[src/rtl/lif_ctrl_pkg.sv]
// Shared encodings and reset constants for the LIF run sequencer.
package lif_ctrl_pkg;

  // Command opcode carried in bits [7:6] of a byte accepted in IDLE
  typedef enum logic [1:0] {
    OP_LOAD_W = 2'b00,
    OP_LOAD_I = 2'b01,
    OP_CONFIG = 2'b10,
    OP_RUN    = 2'b11
  } opcode_e;

  // Sequencer FSM states
  typedef enum logic [2:0] {
    ST_IDLE    = 3'd0,
    ST_LOAD    = 3'd1,
    ST_CFG     = 3'd2,
    ST_RUN_LEN = 3'd3,
    ST_RUN     = 3'd4,
    ST_DONE    = 3'd5
  } state_e;

  // Reset values for the neuron configuration registers
  localparam int unsigned THRESHOLD_INIT  = 5;
  localparam logic        WEIGHT_INIT_BIT = 1'b1;  // weights reset to all ones

endpackage

[src/rtl/lif_spike_counter.sv]
// Saturating spike counter: synchronous clear, increment, hold at all-ones.
module lif_spike_counter #(
  parameter int CNT_BITS = 8
) (
  input  logic                clk,
  input  logic                rst_n,
  input  logic                clear,
  input  logic                inc,
  output logic [CNT_BITS-1:0] count
);

  // Clear has priority; increments stop once the counter is saturated
  always_ff @(posedge clk or negedge rst_n) begin
    if (!rst_n) begin
      count <= '0;
    end else if (clear) begin
      count <= '0;
    end else if (inc && (count != '1)) begin
      count <= count + 1'b1;
    end
  end

endmodule

[src/rtl/lif_run_sequencer.sv]
// Byte-command sequencer that loads synapse weights/inputs, configures the
// leak shift and threshold, and runs the neuron for a programmed cycle count.
module lif_run_sequencer
  import lif_ctrl_pkg::*;
#(
  parameter int N_STAGES = 5,
  parameter int CNT_BITS = 8
) (
  input  logic                   clk,
  input  logic                   rst_n,
  input  logic [7:0]             in_data,
  input  logic                   in_valid,
  output logic                   in_ready,
  output logic [2**N_STAGES-1:0] weights,
  output logic [2**N_STAGES-1:0] inputs,
  output logic [2:0]             shift,
  output logic [N_STAGES:0]      threshold,
  output logic                   neuron_enable,
  input  logic                   is_spike,
  output logic                   busy,
  output logic [CNT_BITS-1:0]    spike_count,
  output logic                   done
);

  localparam int SYNAPSES   = 2**N_STAGES;
  localparam int LOAD_BYTES = (SYNAPSES / 8 > 1) ? SYNAPSES / 8 : 1;
  localparam int LB_W       = (LOAD_BYTES > 1) ? $clog2(LOAD_BYTES) : 1;
  localparam logic [LB_W-1:0] LOAD_LAST = LB_W'(LOAD_BYTES - 1);

  state_e              state;
  logic                load_to_inputs;
  logic [LB_W-1:0]     load_idx;
  logic                cfg_second;
  logic [8:0]          run_left;
  logic                accept;
  logic                cnt_clear;
  logic                cnt_inc;
  logic [SYNAPSES-1:0] weights_shifted;
  logic [SYNAPSES-1:0] inputs_shifted;

  assign accept    = in_valid && in_ready;
  assign cnt_clear = accept && (state == ST_RUN_LEN);
  assign cnt_inc   = neuron_enable && is_spike;

  // Payload bytes shift in from the bottom; narrow arrays take the low bits directly
  generate
    if (SYNAPSES > 8) begin : g_wide
      assign weights_shifted = {weights[SYNAPSES-9:0], in_data};
      assign inputs_shifted  = {inputs[SYNAPSES-9:0], in_data};
    end else begin : g_narrow
      assign weights_shifted = in_data[SYNAPSES-1:0];
      assign inputs_shifted  = in_data[SYNAPSES-1:0];
    end
  endgenerate

  // Command FSM; status outputs are registered alongside each state transition
  always_ff @(posedge clk or negedge rst_n) begin
    if (!rst_n) begin
      state          <= ST_IDLE;
      weights        <= {SYNAPSES{WEIGHT_INIT_BIT}};
      inputs         <= '0;
      shift          <= '0;
      threshold      <= (N_STAGES + 1)'(THRESHOLD_INIT);
      neuron_enable  <= 1'b0;
      done           <= 1'b0;
      busy           <= 1'b0;
      in_ready       <= 1'b1;
      load_to_inputs <= 1'b0;
      load_idx       <= '0;
      cfg_second     <= 1'b0;
      run_left       <= '0;
    end else begin
      case (state)
        ST_IDLE: begin
          if (accept) begin
            busy <= 1'b1;
            case (opcode_e'(in_data[7:6]))
              OP_LOAD_W: begin
                state          <= ST_LOAD;
                load_to_inputs <= 1'b0;
                load_idx       <= '0;
              end
              OP_LOAD_I: begin
                state          <= ST_LOAD;
                load_to_inputs <= 1'b1;
                load_idx       <= '0;
              end
              OP_CONFIG: begin
                state      <= ST_CFG;
                cfg_second <= 1'b0;
              end
              OP_RUN: begin
                state <= ST_RUN_LEN;
              end
            endcase
          end
        end

        ST_LOAD: begin
          if (accept) begin
            if (load_to_inputs) begin
              inputs <= inputs_shifted;
            end else begin
              weights <= weights_shifted;
            end
            if (load_idx == LOAD_LAST) begin
              state <= ST_IDLE;
              busy  <= 1'b0;
            end else begin
              load_idx <= load_idx + 1'b1;
            end
          end
        end

        ST_CFG: begin
          if (accept) begin
            if (!cfg_second) begin
              shift      <= in_data[2:0];
              cfg_second <= 1'b1;
            end else begin
              threshold <= in_data[N_STAGES:0];
              state     <= ST_IDLE;
              busy      <= 1'b0;
            end
          end
        end

        ST_RUN_LEN: begin
          if (accept) begin
            // a zero length byte encodes 256 cycles via the ninth bit
            run_left      <= {~|in_data, in_data};
            state         <= ST_RUN;
            neuron_enable <= 1'b1;
            in_ready      <= 1'b0;
          end
        end

        ST_RUN: begin
          if (run_left == 9'd1) begin
            state         <= ST_DONE;
            neuron_enable <= 1'b0;
            done          <= 1'b1;
          end else begin
            run_left <= run_left - 1'b1;
          end
        end

        ST_DONE: begin
          state    <= ST_IDLE;
          done     <= 1'b0;
          busy     <= 1'b0;
          in_ready <= 1'b1;
        end

        default: begin
          state         <= ST_IDLE;
          neuron_enable <= 1'b0;
          done          <= 1'b0;
          busy          <= 1'b0;
          in_ready      <= 1'b1;
        end
      endcase
    end
  end

  lif_spike_counter #(
    .CNT_BITS(CNT_BITS)
  ) u_spike_counter (
    .clk   (clk),
    .rst_n (rst_n),
    .clear (cnt_clear),
    .inc   (cnt_inc),
    .count (spike_count)
  );

endmodule
[config.mk]
export PLATFORM = sky130hd
export DESIGN_NAME = lif_run_sequencer
export DESIGN_NICKNAME = d
export VERILOG_FILES = /design/src/rtl/lif_ctrl_pkg.sv /design/src/rtl/lif_spike_counter.sv /design/src/rtl/lif_run_sequencer.sv
export SDC_FILE = /design/constraint.sdc
export NUM_CORES = 1
export LEC_CHECK = 0
export ABC_AREA = 1
export CAP_MARGIN = 25
export CELL_PAD_IN_SITES_DETAIL_PLACEMENT = 0
export CELL_PAD_IN_SITES_GLOBAL_PLACEMENT = 2
export CORE_UTILIZATION = 28
export DETAILED_ROUTE_END_ITERATION = 8
export GPL_TIMING_DRIVEN = 0
export PLACE_DENSITY_LB_ADDON = 0.3
export REMOVE_ABC_BUFFERS = 1
export SLEW_MARGIN = 0
export SYNTH_ARGS = -nofsm -noshare
export SYNTH_HDL_FRONTEND = slang
export SYNTH_SLANG_ARGS = --single-unit
[constraint.sdc]
create_clock -name clk -period 1.34 [get_ports clk]
set_input_delay 0.201 -clock clk [delete_from_list [all_inputs] [get_ports clk]]
set_output_delay 0.201 -clock clk [all_outputs]
set_load 0.02 [all_outputs]
After elaboration in Yosys (flattened, before gate mapping)
Cells that the tools add are included.

Bits in registers: 101. Word-level logic and storage cells: 111. Bits of input ports: 12. Output and inout port bits: 85.

$add $sub $neg: 3. Bitwise gates (word level): 6. Multiplexer cells: 35. Eq/ne operators: 22. Reductions and logical operators: 31.

Operators by type and width (count): 3-bit two-way mux (7); 3-bit AND reduction (7); 2-bit != test, second input constant (10); 9-bit two-way mux (2); 9-bit case mux with 2 select lines (1); 8-bit two-way mux (2); 3-bit case mux with 5 select lines (1); 4-bit OR reduction (3); 1-bit two-way mux (10); 2-bit nonzero test (5); 9-bit by 1-bit equality test with 1-bit output, second input constant (1); 3-bit case mux with 3 select lines (1); 9-bit by 1-bit subtractor with 9-bit output, second input constant (1); 8-bit by 1-bit adder with 8-bit output, second input constant (1); 2-bit two-way mux (4); 8-bit != test, second input constant (1); 1-bit case mux with 2 select lines (4); 8-bit OR reduction (1); 7-bit AND reduction (1); 2-bit equality test, second input constant (3); 3-bit by 2-bit equality test with 1-bit output, second input constant (2); 3-bit equality test, second input constant (2); 1-bit NOT (6); 6-bit AND reduction (1); other kinds (15) (20).

Logic depth before layout (Yosys ltp)
Gate-level depths: netlist (run 1).

Word-level depth: 5. Mapped depth: 10. Mapped depth without buffers: 10.

Modules after synthesis
Synthesis (run 1) repeated with hierarchy kept, for this count alone.

Cells, all modules: 549. Area total of the unflattened synthesis: 4772.1 um^2.

By module, submodules not included: lif_run_sequencer (area each 4227.8 um^2, cells each 475, seq. area each 2371.0 um^2, times used 1); lif_spike_counter (area each 544.3 um^2, cells each 74, seq. area each 200.2 um^2, times used 1).

Worst setup path after synthesis (run 1)
Ideal clock, no wire load.

Path kind: register -> register. Start point: register in_ready. End point: register weights[10]. Cell stages (with the launch flop): 6. Path slack: -0.161 ns. Library setup time: 0.082 ns. Data arrival time: 1.418 ns. Period minus slack after synthesis: 1.501 ns. Path buffers: 1. Data required time: 1.258 ns. Cell sequence: dfstp_2 -> nand2_1 -> nor2_1 -> nand2_4 -> buf_8 -> mux2_4.

Longest elaborated chain between the ends: 2.

Ends and longest elaborated chain: start, declared (line lif_run_sequencer.sv:13) `output logic in_ready,`; start signal, assigned (line lif_run_sequencer.sv:67) `in_ready <= 1'b1;`; start signal, assigned (line lif_run_sequencer.sv:134) `in_ready <= 1'b0;`; start signal, assigned (line lif_run_sequencer.sv:152) `in_ready <= 1'b1;`; 1-bit logical AND (line lif_run_sequencer.sv:41) `assign accept = in_valid && in_ready;`; 3-bit AND reduction (no source line); end signal, assigned (line lif_run_sequencer.sv:60) `weights <= {SYNAPSES{WEIGHT_INIT_BIT}};`; end signal, assigned (line lif_run_sequencer.sv:104) `weights <= weights_shifted;`; end, declared (line lif_run_sequencer.sv:14) `output logic [2**N_STAGES-1:0] weights,`.

Every way passes these cells. A chain may end at the register's enable or synchronous reset.

Worst setup path after layout (run 1)
Start point: register in_ready. End point: register weights[12].

Same word-level chain as after synthesis.

==> metrics, run 1 <==
final worst slack=-108.3 ps; RSZ-0062 raised after global routing=true; Setup Viol. Count Final=85; Final Power=around 6.3 mW; Final ANT Viol Nets=0; Post-Synth Simple-Gate Area=0.2127; Clock Path Buffers=2; die width=~130 µm; net switching power=around 1.4 mW; global-route usage over all layers=0.1719; Pint=4.972 mW; Power Density=~850 nW/µm²; Final Skew=around 6.6 ps; Die Area=between 15,000 and 20,000 µm²; Worst EP arrival=1730 ps; crit-path max FO=5; Pleak=about 3.5 nW; die span in y=131.5 µm; Hold Crit Class=primary input to async pin; via count=slightly above 4,000; Mapped Cells=roughly 510; IO Port Bufs=between 90 and 100; H-Tree Depth=3; met2 usage=0.2751; Synth area leader=dfrtp_1; grt ovf=0; largest family of logic cells by synthesized area=simple AND/OR/NAND/NOR gates; vias in the first global route=approximately 4,200; sequential-to-total area share from yosys stat=0.5479; DRC Markers=0; Post-Layout Inst Area=7460 µm²; total CTS buffers=9; clock power share=0.482; share of cells above drive strength 1=0.4942; syn_area_per_cell=between 9 and 10 µm²; initial core utilization=0.2912; 1st-pass router iterations=4; Worst-Margin Slew=480.0 ps; Synth cell types=34; io pins=just under 100; post-synthesis mux area share=0.02559; Slew Viols, Final=0; Rel. slew slack=0.6800; Startpoint Class=flip-flop; post-synthesis compound-gate area fraction=0.1162; top post-synthesis cells by count=nand2_1 (136), dfrtp_1 (66), inv_1 (57); Max VDD drop=0.0006584 V; final hold violation count=0; DR iter-0 viols=around 210; fin crit share=1.081; Max Cap Viol=0; met3 Use GR=0.03009; DP Area=5806 µm²; min cycle time layout=1448 ps; Clock Latency Late Sink=roughly 350 ps; top cell type's share of synthesized area=0.3519; Area growth syn-to-layout=58.94%; combinational share of power=0.037; FF+latch count, synth=a little over 100; met1 Resource Use GR=0.2344; root buffer cell=clkbuf_16; Setup crit end kind=flip-flop; Main synth FF type=dfrtp_1; Synth Area in Adders=0.01066; DR vias/cell=around 4.6; TritonCTS clock tree=built; core area=16,120 µm²; synth warn=0; global-route wire length before repair=23,130 µm; Routed WL=between 10,000 and 15,000 µm; antenna cell count=0; hpwl dp=between 7000 and 8000 µm; ranking of synthesized cells by area=dfrtp_1 (35%), dfstp_2 (20%), nand2_1 (11%); CTS sink count=between 100 and 150; status=finished, violations left; Hold WS=~370 ps; CP Class=flip-flop to flip-flop; CP Data Required Time=approximately 1600 ps; WL per Instance=between 15 and 20 µm; antenna violations before repair=0; largest net degree at the start of global routing=just under 70; Async SR Flop Fraction=1.000; Max Freq=just under 700 MHz; EDFF count, synth=0; Mapped Area=4693 µm²; GR peak layer=met2; Seq pwr share=0.481; layout net count=approximately 700; site row count=46; failing checks=setup timing; CTS clk-pin slew, worst paths=roughly 70 ps; switching share of power=0.2165; routability cong.=between 0.7 and 0.8; Synth Area in XOR/XNOR=0.005599; most frequent cell after synthesis=nand2_1
-- cells in the final DEF (no fill, tap or decap), drive strengths merged, types with 8 or more instances in the layout --
master / Yosys / layout
nor2: 43 / 44
dfstp: 35 / 35
clkdlybuf4s50: 0 / 10
nand2: 140 / 148
buf: 18 / 94
o21ai: 69 / 69
a21oi: 20 / 20
clkbuf: 0 / 13
mux2: 8 / 8
dlygate4sd2: 0 / 39
dfrtp: 66 / 66
nand3: 30 / 38
inv: 62 / 63
clkdlybuf4s15: 0 / 8
-- sequential cells by signal, indices dropped and copies added (netlist names), 2 cells and up --
| signal | flops |
|---|---|
| inputs | 32 |
| weights | 32 |
| run_left | 9 |
| u_spike_counter.count | 8 |
| threshold | 6 |
| shift | 3 |
| state | 3 |
| load_idx | 2 |
-- power groups by stage --
| stage | Combinational [mW] | Sequential (mW) | Clock, mW |
|---|---|---|---|
| after floorplan | 0.0242 | 3.11 | 0 |
| after global placement | 0.145 | 3.11 | 0 |
| final | 0.236 | 3.05 | 3.06 |
| after global routing | 0.257 | 3.05 | 3.24 |
| after CTS | 0.234 | 3.05 | 3.14 |
| after detailed placement | 0.154 | 3.11 | 0 |
-- final cells by class --
type / instances / area [µm²]
Timing Repair inverter: 1 / 8.758
Tap cell: 216 / 270.3
Clock inverter: 7 / 121.4
Timing Repair Buffer: 156 / 1396
Sequential cell: 101 / 2584
Inverter: 62 / 274.0
Multi-Input combinational cell: 348 / 2580
Clock buffer: 9 / 225.2
Fill cell: 1554 / 8656
-- repair_timing --
action	in CTS	in global routing
hold endpoints to repair	14	0
pin swaps	48	40
gates resized for setup	325	108
hold buffers	1	0
setup buffers	47	13
endpoints found under the setup margin	183	109
gates cloned	17	2
-- final timing paths --
check,startpoint,to,slack [ps],depth (start not counted)
setup / recovery,in_ready,weights[12],-110,6
hold / removal,rst_n,run_left[1],370,2
setup reg to reg,in_ready,weights[12],-110,6
hold reg to reg,weights[29],weights[29],460,2
max in group asynchronous,rst_n,in_ready,240,3
min in group clk,weights[29],weights[29],460,2
-- logic make-up (layout without fill, tap and decap cells) --
logic type / count (synthesis) / after routing
flops: 101 / 101
buf+inv: 80 / 235
mux: 8 / 8
compound gates: 93 / 93
xor+xnor: 3 / 3
fa+ha+maj: 4 / 4
simple gates: 223 / 240
-- worst max-delay path: stages, from the launching register on --
cell	delay (ps)
dfstp_2	560
nand2_4	100
nor2_4	110
buf_12	140
buf_12	110
nand2_8	60
mux2_4	290
-- metrics by stage --
step                      setup slack [ps]  TNS [ps]  utilization  instances
final                               -108.3     -4355       0.4629        900
after global routing                -165.0    -10810       0.4629        900
after CTS                           -179.6     -4717       0.4359        888
after detailed placement            -777.1    -51050       0.3602        807
after global placement               -3974   -407730       0.3587        806
after floorplan                     -365.9    -20750            -        494
-- metal layers --
layer | up-vias | part of all wire
met5 | - | 0
met4 | 0 | 0.013
met3 | 14 | 0.041
met2 | 101 | 0.47
li1 | 2019 | -
met1 | 1999 | 0.47
Power figures use the tool's default switching activity.
==> run 2: changes to the inputs <==
--- a/config.mk
+++ b/config.mk
@@ -9,6 +9,7 @@
 export CAP_MARGIN = 25
 export CELL_PAD_IN_SITES_DETAIL_PLACEMENT = 0
 export CELL_PAD_IN_SITES_GLOBAL_PLACEMENT = 2
+export CORE_MARGIN = 8
 export CORE_UTILIZATION = 28
 export DETAILED_ROUTE_END_ITERATION = 8
 export GPL_TIMING_DRIVEN = 0
==> run 2 against run 1 <==
Compared with the run above: die area increased by 22%; sequential power about the same; the run still ends with setup timing left; largest power group is now sequential cells; worst setup slack got worse by 14 ps; clock skew decreased by 2.1 ps.
==> metrics, run 2 (synthesized netlist as in run 1, its figures left out) <==
hpwl dp=8502 µm (+9.2%); die width=145.5 µm (+11%); final worst slack=-122.5 ps (-14.14 ps); most frequent cells in the layout=nand2_1 (84), dfrtp_1 (58), inv_1 (49); Power Density=779.7 nW/µm² (-8.3%); H-Tree Depth=3 (unchanged); Hold Crit Class=primary input to async pin; Max Freq=683.8 MHz (-0.97%); largest net degree at the start of global routing=62 (-10%); Slew Viols, Final=0 (unchanged); Max Cap Viol=0 (unchanged); Routed WL=15,080 µm (+5.7%); grt ovf=0 (unchanged); global-route usage over all layers=0.1433 (-0.02856); most common cell after layout, fill and taps aside=nand2_1; final hold violation count=0 (unchanged); routability cong.=0.7449 (-2.0%); IO Port Bufs=96 (unchanged); DR iter-0 viols=181 (-15%); failing checks=setup timing; CTS sink count=101 (unchanged); total CTS buffers=9 (unchanged); RSZ-0062 raised after global routing=true; Worst-Margin Slew=539.1 ps (+59.14 ps); Worst EP arrival=1740 ps (about the same); Setup Viol. Count Final=86 (+1.2%); Layout fillers=1,590 (+2.3%); Pleak=3.416 nW (-2.1%); Cells after DPL=811 (+0.50%); status=finished, violations left; antenna cell count=0 (unchanged); CP Data Required Time=1620 ps (about the same); layout net count=697 (+0.29%); DRC Markers=0 (unchanged); post-route insts no fill=906 (+0.67%); initial core utilization=0.2850 (-0.006196); die span in y=145.5 µm (+11%); CTS clk-pin slew, worst paths=70 ps (about the same); Final Skew=4.566 ps (-2.058 ps); site row count=47 (+2.2%); WL per Instance=16.65 µm (+5.0%); fin crit share=1.091 (+0.01055); Largest regs=inputs x32, weights x32, run_left x9; TritonCTS clock tree=built; 1st-pass router iterations=4 (unchanged); via count=4,190 (+1.4%); min cycle time layout=1462 ps (+14.14 ps); Final ANT Viol Nets=0 (unchanged); Setup TNS=-6512 ps (-2157 ps); vias in the first global route=4,278 (+2.6%); antenna violations before repair=0 (unchanged); DR vias/cell=4.625 (+0.71%); global-route wire length before repair=24,390 µm (+5.5%); Startpoint Class=flip-flop; Clock Path Buffers=2 (unchanged); Rel. slew slack=0.6406 (-0.03942); Area growth syn-to-layout=58.30%; core area=16,470 µm² (+2.2%); CP Class=flip-flop to flip-flop; Clock Latency Late Sink=350 ps (about the same); Die Area=21,160 µm² (+22%); root buffer cell=clkbuf_16; share of cells above drive strength 1=0.5175 (+0.02334); fin util=0.4512 (-0.01167); Max VDD drop=0.0006104 V (-7.3%); Setup crit end kind=flip-flop; io pins=97 (unchanged); Hold WS=381.0 ps (+14.10 ps); crit-path max FO=7 (+2)
## run 2: cell types whose count changed in the layout (fill, tap and decap cells not counted), sizes merged
cell / previous run / this run
clkdlybuf4s15: 8 / 10
bufinv: 3 / 0
clkinvlp: 1 / 3
dlygate4sd2: 39 / 30
buf: 94 / 97
clkbuf: 13 / 21
inv: 63 / 62
## run 2: per-layer routing
metal  GRT usage  share of wire  vias to the layer above
met3     0.02954          0.036                       14
met2      0.2339           0.49                       98
met5           0              0                        -
met1      0.1855           0.46                     2044
met4     0.04841          0.013                        0
li1            -              -                     2034
## run 2: stage by stage
step | worst slack, ps | area [µm²] | total power, mW
after floorplan | -365.9 | 4549 | 3.132
after global placement | -3937 | 5786 | 3.251
after detailed placement | -775.0 | 5811 | 3.259
after CTS | -177.6 | 6950 | 5.870
after global routing | -172.1 | 7430 | 6.011
final | -122.5 | 7430 | 5.793
## run 2: worst paths after layout
check / start / to / slack, ps / cells after the start
min in group clk: weights[28] / weights[28] / 470 / 2
hold reg to reg: weights[28] / weights[28] / 470 / 2
setup reg to reg: in_ready / weights[9] / -120 / 5
setup / recovery: in_ready / weights[9] / -120 / 5
max in group asynchronous: rst_n / in_ready / 210 / 3
hold / removal: rst_n / inputs[26] / 380 / 2
## run 2: worst max-delay path, cell delays in order (launching register included)
cell and delay [ps]:
dfstp_2 590, nand2_8 100, nor2_4 150, buf_6 140, nand2_8 90, mux2_4 310
## run 2: where the power goes
group          leakage (nW)  total [mW]  internal, mW  switching, mW
logic                  2.09       0.240        0.0824          0.157
registers              1.19        3.05          3.05              0
clock network         0.134        2.50          1.32           1.18
total                  3.42        5.79          4.46           1.33
## run 2: layout make-up
class | count | area (µm²) | share of cell area
Tap cell | 220 | 275.3 | 0.03705
Clock inverter | 4 | 31.28 | 0.004210
Clock buffer | 12 | 246.5 | 0.03318
Timing Repair inverter | 2 | 13.76 | 0.001852
Inverter | 62 | 269.0 | 0.03621
Timing Repair Buffer | 157 | 1364 | 0.1836
Multi-Input combinational cell | 348 | 2649 | 0.3565
Sequential cell | 101 | 2581 | 0.3474
## run 2: repair_timing
| item | CTS | global route |
|---|---|---|
| endpoints found under the hold margin | 31 | 0 |
| endpoints found under the setup margin | 183 | 109 |
| setup buffers | 44 | 18 |
| hold buffers | 1 | 0 |
| gates resized for setup | 325 | 140 |
| pin swaps | 38 | 56 |
| gates cloned | 19 | 0 |
==> run 3: changes to the inputs <==
--- a/config.mk
+++ b/config.mk
@@ -5,12 +5,12 @@
 export SDC_FILE = /design/constraint.sdc
 export NUM_CORES = 1
 export LEC_CHECK = 0
-export ABC_AREA = 1
+export ABC_AREA = 0
 export CAP_MARGIN = 25
 export CELL_PAD_IN_SITES_DETAIL_PLACEMENT = 0
 export CELL_PAD_IN_SITES_GLOBAL_PLACEMENT = 2
 export CORE_MARGIN = 8
-export CORE_UTILIZATION = 28
+export CORE_UTILIZATION = 31
 export DETAILED_ROUTE_END_ITERATION = 8
 export GPL_TIMING_DRIVEN = 0
 export PLACE_DENSITY_LB_ADDON = 0.3
==> run 3 against run 2 <==
Compared with the run above: the run still ends with setup timing left; non-clock buffer count shrank 12; final cell count decreased by 27%; hold slack better by 48 ps; synthesized cell count decreased by 34%; die area decreased by 13%; clock power up 3%.
==> metrics, run 3 <==
status=finished, violations left; failing checks=setup timing; cell depth of the worst setup path=5 (unchanged); Max Freq=565.0 MHz (-17%); crit-path max FO=3 (-4); initial core utilization=0.3188 (+0.03373); die span in y=135.7 µm (-6.7%); DRC Markers=0 (unchanged); antenna violations before repair=0 (unchanged); Power Density=1612 nW/µm² (+110%); CP Data Required Time=1570 ps (-50 ps); share of cells above drive strength 1=0.5321 (+0.01460); top cell type's share of synthesized area=0.3718 (+0.01992); via count=3,334 (-20%); top post-synthesis cells by count=mux2_1 (76), dfrtp_1 (66), dfstp_2 (35); Largest regs=inputs x32, weights x32, run_left x9; worst r2r path cells=5 (unchanged); TritonCTS clock tree=built; most frequent CP cell=buf_6; 1st-pass router iterations=4 (unchanged); RSZ-0062 raised after global routing=true; largest net degree at the start of global routing=59 (-4.8%); most common cell after layout, fill and taps aside=mux2_4; slowest CP cell=dfstp_2; Synth area leader=dfrtp_1; CTS clk-pin slew, worst paths=70 ps (about the same); syn_area_per_cell=13.22 µm² (+44%); most frequent cells in the layout=mux2_4 (63), dfrtp_1 (60), dlygate4sd2_1 (41); H-Tree Depth=3 (unchanged); Area growth syn-to-layout=51.89%; grt ovf=0 (unchanged); Setup crit end kind=flip-flop; Clock Latency Late Sink=350 ps (about the same); CP max stage delay=540 ps (-50 ps); core area=13,930 µm² (-15%); Mapped Area=4442 µm² (-5.4%); Routed WL=12,590 µm (-16%); Async SR Flop Fraction=1.000 (unchanged); total CTS buffers=9 (unchanged); IO Port Bufs=96 (unchanged); Startpoint Class=flip-flop; routability cong.=0.7617 (+2.3%); Rel. slew slack=0.6024 (-0.03819); Setup TNS=-32,550 ps (-26,030 ps); Main synth FF type=dfrtp_1; EDFF count, synth=0 (unchanged); worst setup path start=in_ready; final worst slack=-429.9 ps (-307.5 ps); synth warn=0 (unchanged); CTS sink count=101 (unchanged); DR vias/cell=5.029 (+8.7%); global-route usage over all layers=0.1342 (-0.009172); fin crit share=1.321 (+0.2295); Synth cell types=53 (+56%); global-route wire length before repair=19,580 µm (-20%); antenna cell count=0 (unchanged); crit path capture=shift[1]; DR iter-0 viols=130 (-28%); Layout fillers=1,260 (-21%); Mapped Cells=336 (-34%); Hold Crit Class=primary input to async pin; critical-path cell list=nand3b_1 -> buf_6 -> buf_6 -> or4_4 -> mux2_4; Critical R2R Launch=in_ready; Max Cap Viol=0 (unchanged); die width=135.7 µm (-6.7%); FF+latch count, synth=101 (unchanged); Final ANT Viol Nets=0 (unchanged); CP Class=flip-flop to flip-flop; Clock Path Buffers=2 (unchanged); Max VDD drop=0.0007376 V (+21%); sequential-to-total area share from yosys stat=0.5789 (+0.03102); Worst-Margin Slew=596.4 ps (+57.29 ps); layout net count=494 (-29%); Die Area=18,410 µm² (-13%); Hold WS=428.9 ps (+47.91 ps); RR Endpoint=shift[1]; hpwl dp=7643 µm (-10%); site row count=43 (-8.5%); Pleak=3.280 nW (-4.0%); final hold violation count=0 (unchanged); Slew Viols, Final=0 (unchanged); ranking of synthesized cells by area=dfrtp_1 (37%), dfstp_2 (21%), mux2_1 (19%); Top delay family on crit path=flip-flops; root buffer cell=clkbuf_16; vias in the first global route=3,487 (-18%); io pins=97 (unchanged); most frequent cell after synthesis=mux2_1; Final Skew=6.914 ps (+2.348 ps); WL per Instance=19.00 µm (+14%); Critical path buffers and inverters=2 (+1); Worst EP arrival=2000 ps (+260 ps); min cycle time layout=1770 ps (+307.5 ps); Setup Viol. Count Final=100 (+16%); R2R Setup Slk=-430 ps (-310 ps)
## run 3: metal layers
metal / vias up / routed length, µm / global-route usage
met5: - / 0 / 0
met4: 0 / 202 / 0.04874
met3: 13 / 814 / 0.03338
met2: 82 / 5875 / 0.2059
met1: 1707 / 5701 / 0.1790
li1: 1532 / - / -
## run 3: repair_timing
action	4_1_cts	5_1_grt
buffers inserted	33	6
gates resized for setup	310	54
pin swaps	17	15
hold buffers	1	0
hold endpoints to repair	20	0
gates cloned	3	3
setup endpoints to repair	184	110
## run 3: kinds of logic after synthesis
logic type      synth area share
compound gates           0.08480
xor+xnor                0.009859
fa+ha+maj                0.01127
buf+inv                  0.02310
flops                     0.5789
mux                       0.1994
simple gates             0.09268
## run 3: worst min-delay path by stage
| stage | depth (start not counted) | from | endpoint | slack (ps) |
|---|---|---|---|---|
| finish | 2 | rst_n | inputs[12] | 430 |
| global route | 2 | rst_n | inputs[20] | 480 |
| CTS | 2 | rst_n | inputs[5] | 430 |
| detailed placement | 1 | rst_n | inputs[4] | 250 |
| global placement | 1 | inputs[27] | inputs[27] | 470 |
| floorplan | 0 | rst_n | busy | -90 |
## run 3: layout make-up
cell class | count | area (µm²) | share of cell area
inverter | 7 | 31.28 | 0.004636
sequential | 101 | 2579 | 0.3822
multi-input combinational | 214 | 2273 | 0.3370
clock buffer | 12 | 236.5 | 0.03505
tap | 180 | 225.2 | 0.03338
clock inverter | 4 | 50.05 | 0.007418
timing repair buffer | 145 | 1351 | 0.2003
## run 3: power breakdown
group | leakage [nW] | total (mW) | internal (mW) | switching (mW)
Combinational | 1.92 | 3.49 | 1.61 | 1.88
Clock | 0.133 | 2.58 | 1.45 | 1.14
Sequential | 1.23 | 4.80 | 3.96 | 0.842
## run 3: through the flow
step / std cells / setup WS (ps) / power, mW / area, µm² / utilization
global route: 663 / -481.7 / 11.51 / 6746 / 0.4842
finish: 663 / -429.9 / 10.88 / 6746 / 0.4842
global placement: 598 / -3839 / 7.738 / 5552 / 0.3984
detailed placement: 603 / -1188 / 7.821 / 5632 / 0.4041
floorplan: 322 / -1342 / 6.200 / 4365 / -
CTS: 656 / -423.9 / 10.73 / 6500 / 0.4665
==> RTL edit 1, RTL diff (flow settings as in run 2) <==
The 6 states of `state_e` get a Gray code encoding in 3 bits.
--- a/src/rtl/lif_ctrl_pkg.sv
+++ b/src/rtl/lif_ctrl_pkg.sv
@@ -13,8 +13,8 @@
   typedef enum logic [2:0] {
-    ST_IDLE    = 3'd0,
-    ST_LOAD    = 3'd1,
-    ST_CFG     = 3'd2,
-    ST_RUN_LEN = 3'd3,
-    ST_RUN     = 3'd4,
-    ST_DONE    = 3'd5
+    ST_IDLE    = 3'b000,
+    ST_LOAD    = 3'b001,
+    ST_CFG     = 3'b011,
+    ST_RUN_LEN = 3'b010,
+    ST_RUN     = 3'b110,
+    ST_DONE    = 3'b111
   } state_e;
Formal check against the unedited RTL: same outputs for any inputs over 4 cycles, from zero or initial values and one cycle with rst_n low; so few cycles prove little.
==> RTL edit 1 against run 2 <==
The run still ends with negative setup slack left. Global-route usage increased by 0.79 points. Worst setup slack got worse by 0.087 ns. Sequential cell count unchanged. Non-clock buffer count increased by 4. Final area decreased by 0.86%. Area after synthesis decreased by 4.1%. Routed wire length increased by 3.8%. Largest cell class is now sequential cells.
Power is not compared: it rests on default switching activity, and its combinational part moved more than twofold at a synthesized area within 25%.
==> RTL edit 1: results (changes against run 2) <==
metric,value,unit,change
n_fill_cell,1528,,-3.9%
crit_family,simple AND/OR/NAND/NOR gates,,
nets,716,,+2.7%
grt_pass1_vias,4026,,-5.9%
clock_cell_area_share,3.87,%,+0.13 points
regArea,0.00258,mm²,about the same
holdWs,0.354,ns,-0.0270 ns
routedWlPerCell,17.0,µm,+2.1%
ys_top_cells_by_area,"dfrtp_1, dfstp_2, nand2_1",,
grt_usage,15.1,%,+0.79 points
cts_setup_buffers,40,,-9.1%
outcome,"finished, violations left",,
grt_pass1_wl,23.6,mm,-3.3%
setup_viol,100,,+16%
nMultiInputCombCells,355,,+2.0%
initialDrtViolationCount,259,,+43%
n_clock_buffer,11,,-1
ys_seq_area_share,57.1,%,+2.3 points
critPathMaxStageDelay,0.41,ns,-0.18 ns
setup_slack,-0.209,ns,-0.0865 ns
grt_max_degree,71,,+15%
synthTopCellsByCount,"nand2_1, inv_1, dfrtp_1",,
crit_start,state[0],,
signal_buffers,161,,+2.5%
dp.cells,819,,+0.99%
vias,4260,,+1.7%
synth_adder_area_share,1.11,%,+0.046 points
crit_fanout,6,,-1
place_hpwl,8.00,mm,-5.9%
synth_cell_type_count,28,,-18%
violations,negative setup slack,,
final.setup_skew,0.00833,ns,+0.00376 ns
timing.rr.end,state[0],,
synth_cells,523,,+2.1%
drive_gt1_share,45.7,%,-6.1 points
r2r_cells,9,,+4
[RTL edit 1: changes by cell type after synthesis, sizes merged, moves of 3 or more]
cell,change
mux2,-8
o21ai,+8
inv,+7
nor2,-7
nand3,+6
nand2,+5
nand4,+5
buf,-4
clkbuf,+3
nand3b,-3
nor3,-3
[RTL edit 1: worst register-to-register path: stages, from the launching register on]
cell	delay (ns)
dfrtp_1	0.41
buf_4	0.14
nand2_2	0.07
nor2_4	0.27
nand2_1	0.17
nand2_1	0.11
inv_1	0.09
nand3_2	0.10
nand2_1	0.06
nand2_1	0.07
[RTL edit 1: per-layer routing]
metal	wire length (µm)	GRT usage (%)	up-vias
met2	7370	22.9	96
met3	982	3.57	6
li1	-	-	2083
met5	0	0	-
met4	110	4.36	0
met1	7190	21.0	2075
[RTL edit 1: power groups by stage]
stage	Clock [µW]	Combinational [µW]	Sequential, µW
after global routing	2780	9640	5950
after global placement	0	6500	5600
after floorplan	0	2280	6850
after detailed placement	0	6580	5630
after CTS	2660	7830	5600
final	2560	8900	5760
==> RTL edit 2, RTL diff (config.mk and constraints of run 2) <==
Without the edit above. The parameter `N_STAGES` goes from 5 to 6.
--- a/src/rtl/lif_run_sequencer.sv
+++ b/src/rtl/lif_run_sequencer.sv
@@ -5,3 +5,3 @@
 #(
-  parameter int N_STAGES = 5,
+  parameter int N_STAGES = 6,
   parameter int CNT_BITS = 8
Interface: changed (resized inputs, threshold and weights); port bits go from 97 to 162. The function was not compared with the original's and may differ.
==> RTL edit 2 against run 2 <==
The flow still finishes with violations (negative setup slack). Worst setup slack got worse by 0.10 ns. Power grew 82%. Final area up 68%. Global-route usage shrank 0.16 points. Core utilization increased by 3.3 points. Sequential power is 66% higher. Hold slack got worse by 0.094 ns. Routed wire length up 60%. Sequential cell count rose by 66. Clock skew increased by 0.0099 ns. Area after synthesis grew 55%.
==> RTL edit 2: results (changes against run 2) <==
metric,value,unit,change
r2r_cells,6,,+1
routedWlPerCell,17.3,µm,+4.0%
grt_usage,14.2,%,-0.16 points
num_rows,59,,+26%
placed_cell_area,0.00910,mm²,+57%
n_fill_cell,2411,,+52%
pwr-share-comb,2.6,%,-1.5 points
critPathArrivalTime,1.92,ns,+0.18 ns
drive_gt1_share,62.6,%,+11 points
synth_cell_type_count,33,,-2.9%
grt_max_degree,100,,+61%
outcome,"finished, violations left",,
relSlewSlack,62.3,%,-1.8 points
gp_congestion,0.746,,+0.20%
setup_slack,-0.227,ns,-0.105 ns
drt-pass1-iter-count,7,,+3
wl_met1,11.3,mm,+61%
vdd_drop_max,0.627,mV,+2.7%
p_leak,0.00598,µW,+75%
initialDrtViolationCount,305,,+69%
nets,1064,,+53%
grt_pass1_wl,35.0,mm,+44%
violations,negative setup slack,,
wl_met2,11.3,mm,+53%
largestRegisters,"inputs x64, weights x64, run_left x9",,
vias,6265,,+50%
insertion_delay,0.43,ns,+0.08 ns
seq_area_share,34.3,%,-0.47 points
synth_adder_area_share,0.860,%,-0.21 points
multi_input_area,0.00348,mm²,+31%
ys_top_cells_by_area,"dfrtp_1, dfstp_2, nand2_1",,
clock_cell_area_share,5.03,%,+1.3 points
place_hpwl,12.7,mm,+50%
final.setup_skew,0.0145,ns,+0.00991 ns
synthTopCellsByCount,"nand2_1, dfrtp_1, inv_1",,
cts-htree-levels,4,,+1
met3_usage,2.92,%,-0.031 points
numPortBuffers,161,,+68%
cts_buffers,17,,+8
synth_xor_area_share,0.482,%,-0.078 points
setup_viol,166,,+93%
grt_pass1_vias,6121,,+43%
powerClk,5190,µW,+110%
-- RTL edit 2: cell count changes after synthesis, moves of 5 or more --
cell,change
o21ai_2,+28
a21oi_1,+34
mux2_4,-6
dfrtp_1,+34
o21ai_1,-22
o21ai_0,+32
a21oi_2,-5
nand2_1,+27
nor2_1,+29
mux2_2,+6
inv_1,+32
buf_6,+17
dfstp_2,+32
-- RTL edit 2: what timing repair did --
item                                    CTS  global route
endpoints found under the setup margin  315           321
pin swaps                                28            44
gates cloned                             17            16
buffers inserted                         73            39
resized for setup                       770           292
hold buffers                              1             0
endpoints found under the hold margin    66             0
-- RTL edit 2: metrics by stage --
step	setup TNS, ns	setup slack, ns	std cells
after global routing	-29.79	-0.269	1395
final	-20.34	-0.227	1395
after global placement	-1326.81	-7.40	1216
after floorplan	-142.27	-1.81	720
after CTS	-20.61	-0.215	1343
after detailed placement	-100.50	-0.955	1220
